`config.mk`:
```
export PLATFORM = sky130hd
export DESIGN_NAME = read_ptr
export DESIGN_NICKNAME = d
export VERILOG_FILES = /design/src/rtl/read_ptr.sv
export SDC_FILE = /design/constraint.sdc
export NUM_CORES = 1
export LEC_CHECK = 0
export CAP_MARGIN = 30
export CORE_MARGIN = 1
export CORE_UTILIZATION = 25
export CTS_CLUSTER_SIZE = 24
export DETAILED_ROUTE_END_ITERATION = 10
export GPL_ROUTABILITY_DRIVEN = 0
export PLACE_DENSITY = 0.5
export SYNTH_ARGS = -nofsm -noshare
export SYNTH_HDL_FRONTEND = slang
export SYNTH_SLANG_ARGS = --single-unit
```
`constraint.sdc`:
```
create_clock -name clk_i -period 2.6 [get_ports clk_i]
set_input_delay 0.65 -clock clk_i [delete_from_list [all_inputs] [get_ports clk_i]]
set_output_delay 0.65 -clock clk_i [all_outputs]
set_load 0.02 [all_outputs]
```
`src/rtl/read_ptr.sv`:
```
// Read-domain pointer for the dual-clock FIFO: binary/Gray read counter, two-flop
// write-pointer synchronizer, registered empty/almost-empty/level and sticky underflow.
module read_ptr #(
    parameter int ADDR_SIZE    = 3,
    parameter int ALMOST_EMPTY = 1
) (
    input  logic                 clk_i,
    input  logic                 rst_i,
    input  logic [ADDR_SIZE:0]   wr_ptr_i,
    input  logic                 inc_i,
    output logic [ADDR_SIZE:0]   ptr_o,
    output logic [ADDR_SIZE-1:0] addr_o,
    output logic                 fifo_empty_o,
    output logic                 almost_empty_o,
    output logic [ADDR_SIZE:0]   level_o,
    output logic                 underflow_o
);

    localparam int PW = ADDR_SIZE + 1;
    localparam logic [PW-1:0] AE_LEVEL = PW'(ALMOST_EMPTY);

    logic [PW-1:0] r_bin;
    logic [PW-1:0] r_gray;
    logic [PW-1:0] r_wq1;
    logic [PW-1:0] r_wq2;
    logic [PW-1:0] r_level;
    logic          r_empty;
    logic          r_almost;
    logic          r_underflow;

    logic          w_rd_en;
    logic [PW-1:0] w_bin_next;
    logic [PW-1:0] w_gray_next;
    logic [PW-1:0] w_wbin;
    logic [PW-1:0] w_level_next;

    // inc_i is a request; it is accepted only when the registered empty flag is low,
    // otherwise it is dropped and recorded as underflow.
    assign w_rd_en     = inc_i & ~r_empty;
    assign w_bin_next  = r_bin + {{ADDR_SIZE{1'b0}}, w_rd_en};
    assign w_gray_next = (w_bin_next >> 1) ^ w_bin_next;

    for (genvar gi = 0; gi < PW; gi++) begin : g_gray2bin
        assign w_wbin[gi] = ^r_wq2[PW-1:gi];
    end

    // Modulo subtraction stays correct across the pointer wrap thanks to the extra MSB.
    assign w_level_next = w_wbin - w_bin_next;

    always_ff @(posedge clk_i or negedge rst_i) begin
        if (!rst_i) begin
            r_bin       <= '0;
            r_gray      <= '0;
            r_wq1       <= '0;
            r_wq2       <= '0;
            r_level     <= '0;
            r_empty     <= 1'b1;
            r_almost    <= 1'b1;
            r_underflow <= 1'b0;
        end else begin
            r_bin       <= w_bin_next;
            r_gray      <= w_gray_next;
            r_wq1       <= wr_ptr_i;
            r_wq2       <= r_wq1;
            r_level     <= w_level_next;
            r_empty     <= (w_gray_next == r_wq2);
            r_almost    <= (w_level_next <= AE_LEVEL);
            r_underflow <= r_underflow | (inc_i & r_empty);
        end
    end

    assign ptr_o          = r_gray;
    assign addr_o         = r_bin[ADDR_SIZE-1:0];
    assign fifo_empty_o   = r_empty;
    assign almost_empty_o = r_almost;
    assign level_o        = r_level;
    assign underflow_o    = r_underflow;

endmodule

```
==> flow_summary.yaml, run 1 <==
logic_synthesis:
  yosysMostFrequentCell: "dfrtp_1"
  avgSynthCellArea_um2: 14.0
  synth_seq_cells: 22
  synth_cell_types: 25
  synth.largest_area_cell: "dfrtp_1"
  synthTopCellsByArea: "dfrtp_1 55%, xnor2_1 11%, dfstp_2 5.8%"
  async_flop_share_pct: 100
  synth_top_area_share_pct: 55.1
  yosys_warnings: 0
  netlist_instances: 65
  synth_flop_cell: "dfrtp_1"
  synth-seq-area-share_pct: 60.9
  synth_area_um2: 908
  synth_nets: 76
  netlist_top_cells_count: "20 x dfrtp_1, 11 x xnor2_1, 4 x ha_1"
  synth_edf_count: 0
clock_network:
  cts_htree_levels: 1
  cts_tree: "done"
  clk_latency_ps: 310
  root_buffer: "clkbuf_4"
  clkTransAtPathRegs_ps: 130
  cts_buffer_depth: 2
  numCtsBuffers: 3
  cts_sinks: 22
grt:
  grt_usage_pct: 9.43
  grt_pass1_wl_um: 2860
  grt_pass1_vias: 652
  grt-ovfl-total: 0
  grt_max_degree: 14
  antenna_found_initial: 0
drt:
  vias: 608
  drc: 0
  drt-initial-drc-count: 11
  vias_per_cell: 4.16
  wl_um: 1630
  drtAntennaViolNets: 0
  dr.pass1.iters: 2
  routedWlPerCell_um: 11.2
placement:
  place_inst: 141
  io_buffers: 20
  hpwl_um: 1240
power:
  p_int_mw: 1.26
  pwr-share-comb_pct: 59.0
  swShare_pct: 35.2
  power.density_nw_per_um2: 1430
  p_leak_nw: 0.566
  power.clock.fraction_pct: 13.6
  p_sw_mw: 0.683
  sequentialPowerShare_pct: 27.5
  worst_ir_drop_vdd_mv: 0.375
timing:
  setup_violations: 0
  slew_violations: 0
  finalHoldViolations: 0
  fmax_ghz: 0.396
  max_slew_margin_pct: 65.5
  worst_pin_slew_ps: 517
  fin_crit_sh_pct: 97.2
  fin_crit_ps: 2530
  skew_ps: 6.50
  hold_ws_ps: 358
worst_setup_path:
  cp.arrival_ps: 2730
  cp_common_cell: "ha_4"
  cp.required_ps: 2800
  worst-path-buf-inv: 1
  cp-end-kind: "flop"
  setup.worst_path.start_class: "input pin"
  cpLargestDelayFamily: "simple AND/OR/NAND/NOR gates"
  path_cells: "clkdlybuf4s50_1, nor2b_4, ha_4, ha_4, xor2_1, ha_2, a211o_1, and3_1, or2_2"
  critPathMaxFanout: 4
  crit_path_top_delay_cell: "clkdlybuf4s50_1"
  max_stage_delay_ps: 500
  path_class: "input pin to flop"
layout:
  n_antenna_cell: 0
  nets: 112
  drive_above_1_share_pct: 29.0
  final_cells: 146
  filler_cell_count: 344
  syn2layout_area_growth_pct: 49.4
  final_core_util_pct: 39.7
floorplanning:
  die_y_um: 62.3
  ios: 21
  dieArea_um2: 3880
  die_w_um: 62.3
  core_area_um2: 3420
  rows: 21
  initial_core_util_pct: 26.6
hold_path:
  hold_path.class: "flop to flop"
outcome:
  status: "complete, no violations"
job:
  cap_violations: 0
==> flip-flops by register name, indices dropped and copies added, names as in the netlist <==
register        flops
fifo_empty_o        1
r_wq1               4
level_o             4
almost_empty_o      1
r_wq2               4
underflow_o         1
r_bin               4
ptr_o               3
==> per-layer routing <==
metal | up-vias | share of wire [%] | GRT usage [%] | wire (um)
li1 | 290 | - | - | -
met1 | 294 | 43 | 10.6 | 708
met2 | 19 | 50 | 17.0 | 819
met3 | 5 | 4.2 | 1.84 | 68
met4 | 0 | 2.0 | 4.36 | 32
met5 | - | 0 | 0 | 0
==> power groups by stage <==
stage | Combinational (mW) | Clock (mW) | Sequential [mW]
6_report | 1.15 | 0.264 | 0.533
5_1_grt | 1.26 | 0.284 | 0.548
4_1_cts | 1.12 | 0.275 | 0.528
3_5_place_dp | 1.10 | 0 | 0.531
3_3_place_gp | 1.09 | 0 | 0.530
2_1_floorplan | 0.504 | 0 | 0.655
==> cells by family (layout without fill, tap and decap cells) <==
group / Yosys count / count (layout) / share of synthesized area, %
adder cells (fa/ha/maj): 6 / 6 / 7.85
AO/OA/AOI/OAI: 7 / 7 / 6.61
AND/OR/NAND/NOR: 10 / 10 / 6.34
XOR/XNOR: 15 / 15 / 15.3
buffers and inverters: 4 / 39 / 1.79
flip-flops: 22 / 22 / 60.9
multiplexers: 1 / 1 / 1.24
==> layout by cell type (no fill, tap or decap), types with 2 or more instances in the layout <==
cell / Yosys / layout
buf_4: 0 / 12
xnor2_1: 11 / 10
xor2_1: 3 / 3
ha_4: 0 / 2
clkbuf_4: 0 / 3
dfrtp_1: 20 / 20
inv_1: 3 / 3
nand2_1: 2 / 2
clkdlybuf4s50_1: 0 / 20
dfstp_2: 2 / 2
a211o_1: 2 / 2
==> metrics by stage <==
stage          instance area, um^2  power, mW  setup slack [ps]  setup TNS [ps]
5_1_grt                       1360       2.09             -21.8           -22.5
6_report                      1360       1.94              73.8               0
3_5_place_dp                  1240       1.63              -373            -958
4_1_cts                       1310       1.93              3.53               0
2_1_floorplan                  908       1.16              40.4               0
3_3_place_gp                  1240       1.62              -340            -890
==> what timing repair did <==
item,CTS,global route
buffers inserted,0,1
resized for setup,1,7
pin swaps,0,2
gates cloned,0,0
hold buffers,0,0
setup endpoints to repair,1,2
==> worst paths after layout <==
kind / start / end / slack (ps) / depth (start not counted)
setup / recovery: inc_i / level_o[2] / 70 / 9
hold / removal: r_wq1[0] / r_wq2[0] / 360 / 0
setup reg to reg: r_wq2[2] / almost_empty_o / 160 / 8
hold reg to reg: r_wq1[0] / r_wq2[0] / 360 / 0
max in group asynchronous: rst_i / r_wq2[1] / 1380 / 2
min in group asynchronous: rst_i / r_bin[0] / 660 / 1
==> worst reg2reg max path: stages, from the launching register on <==
cell and delay [ps]:
dfrtp_1 480, xor2_4 240, xnor2_1 260, xor2_1 180
ha_1 210, nor2_1 70, maj3_2 300, a211o_1 290
a2111oi_2 310
==> final cells by class <==
type / instances / area (um^2) / share of cell area, %
Sequential cell: 22 / 553 / 40.7
Multi-Input combinational cell: 39 / 393 / 28.9
Timing Repair Buffer: 32 / 290 / 21.4
Tap cell: 46 / 57.6 / 4.24
Clock inverter: 1 / 30.0 / 2.21
Clock buffer: 3 / 22.5 / 1.66
Inverter: 3 / 11.3 / 0.829
Note: power is estimated with default switching activity, not from simulation.
==> inputs of run 2 (changes only) <==
Settings changed: CTS_CLUSTER_SIZE 24 to 8, SLEW_MARGIN from default to 40.
==> results of run 2 <==
No change in the layout: final DEF, timing and power equal those of run 1.
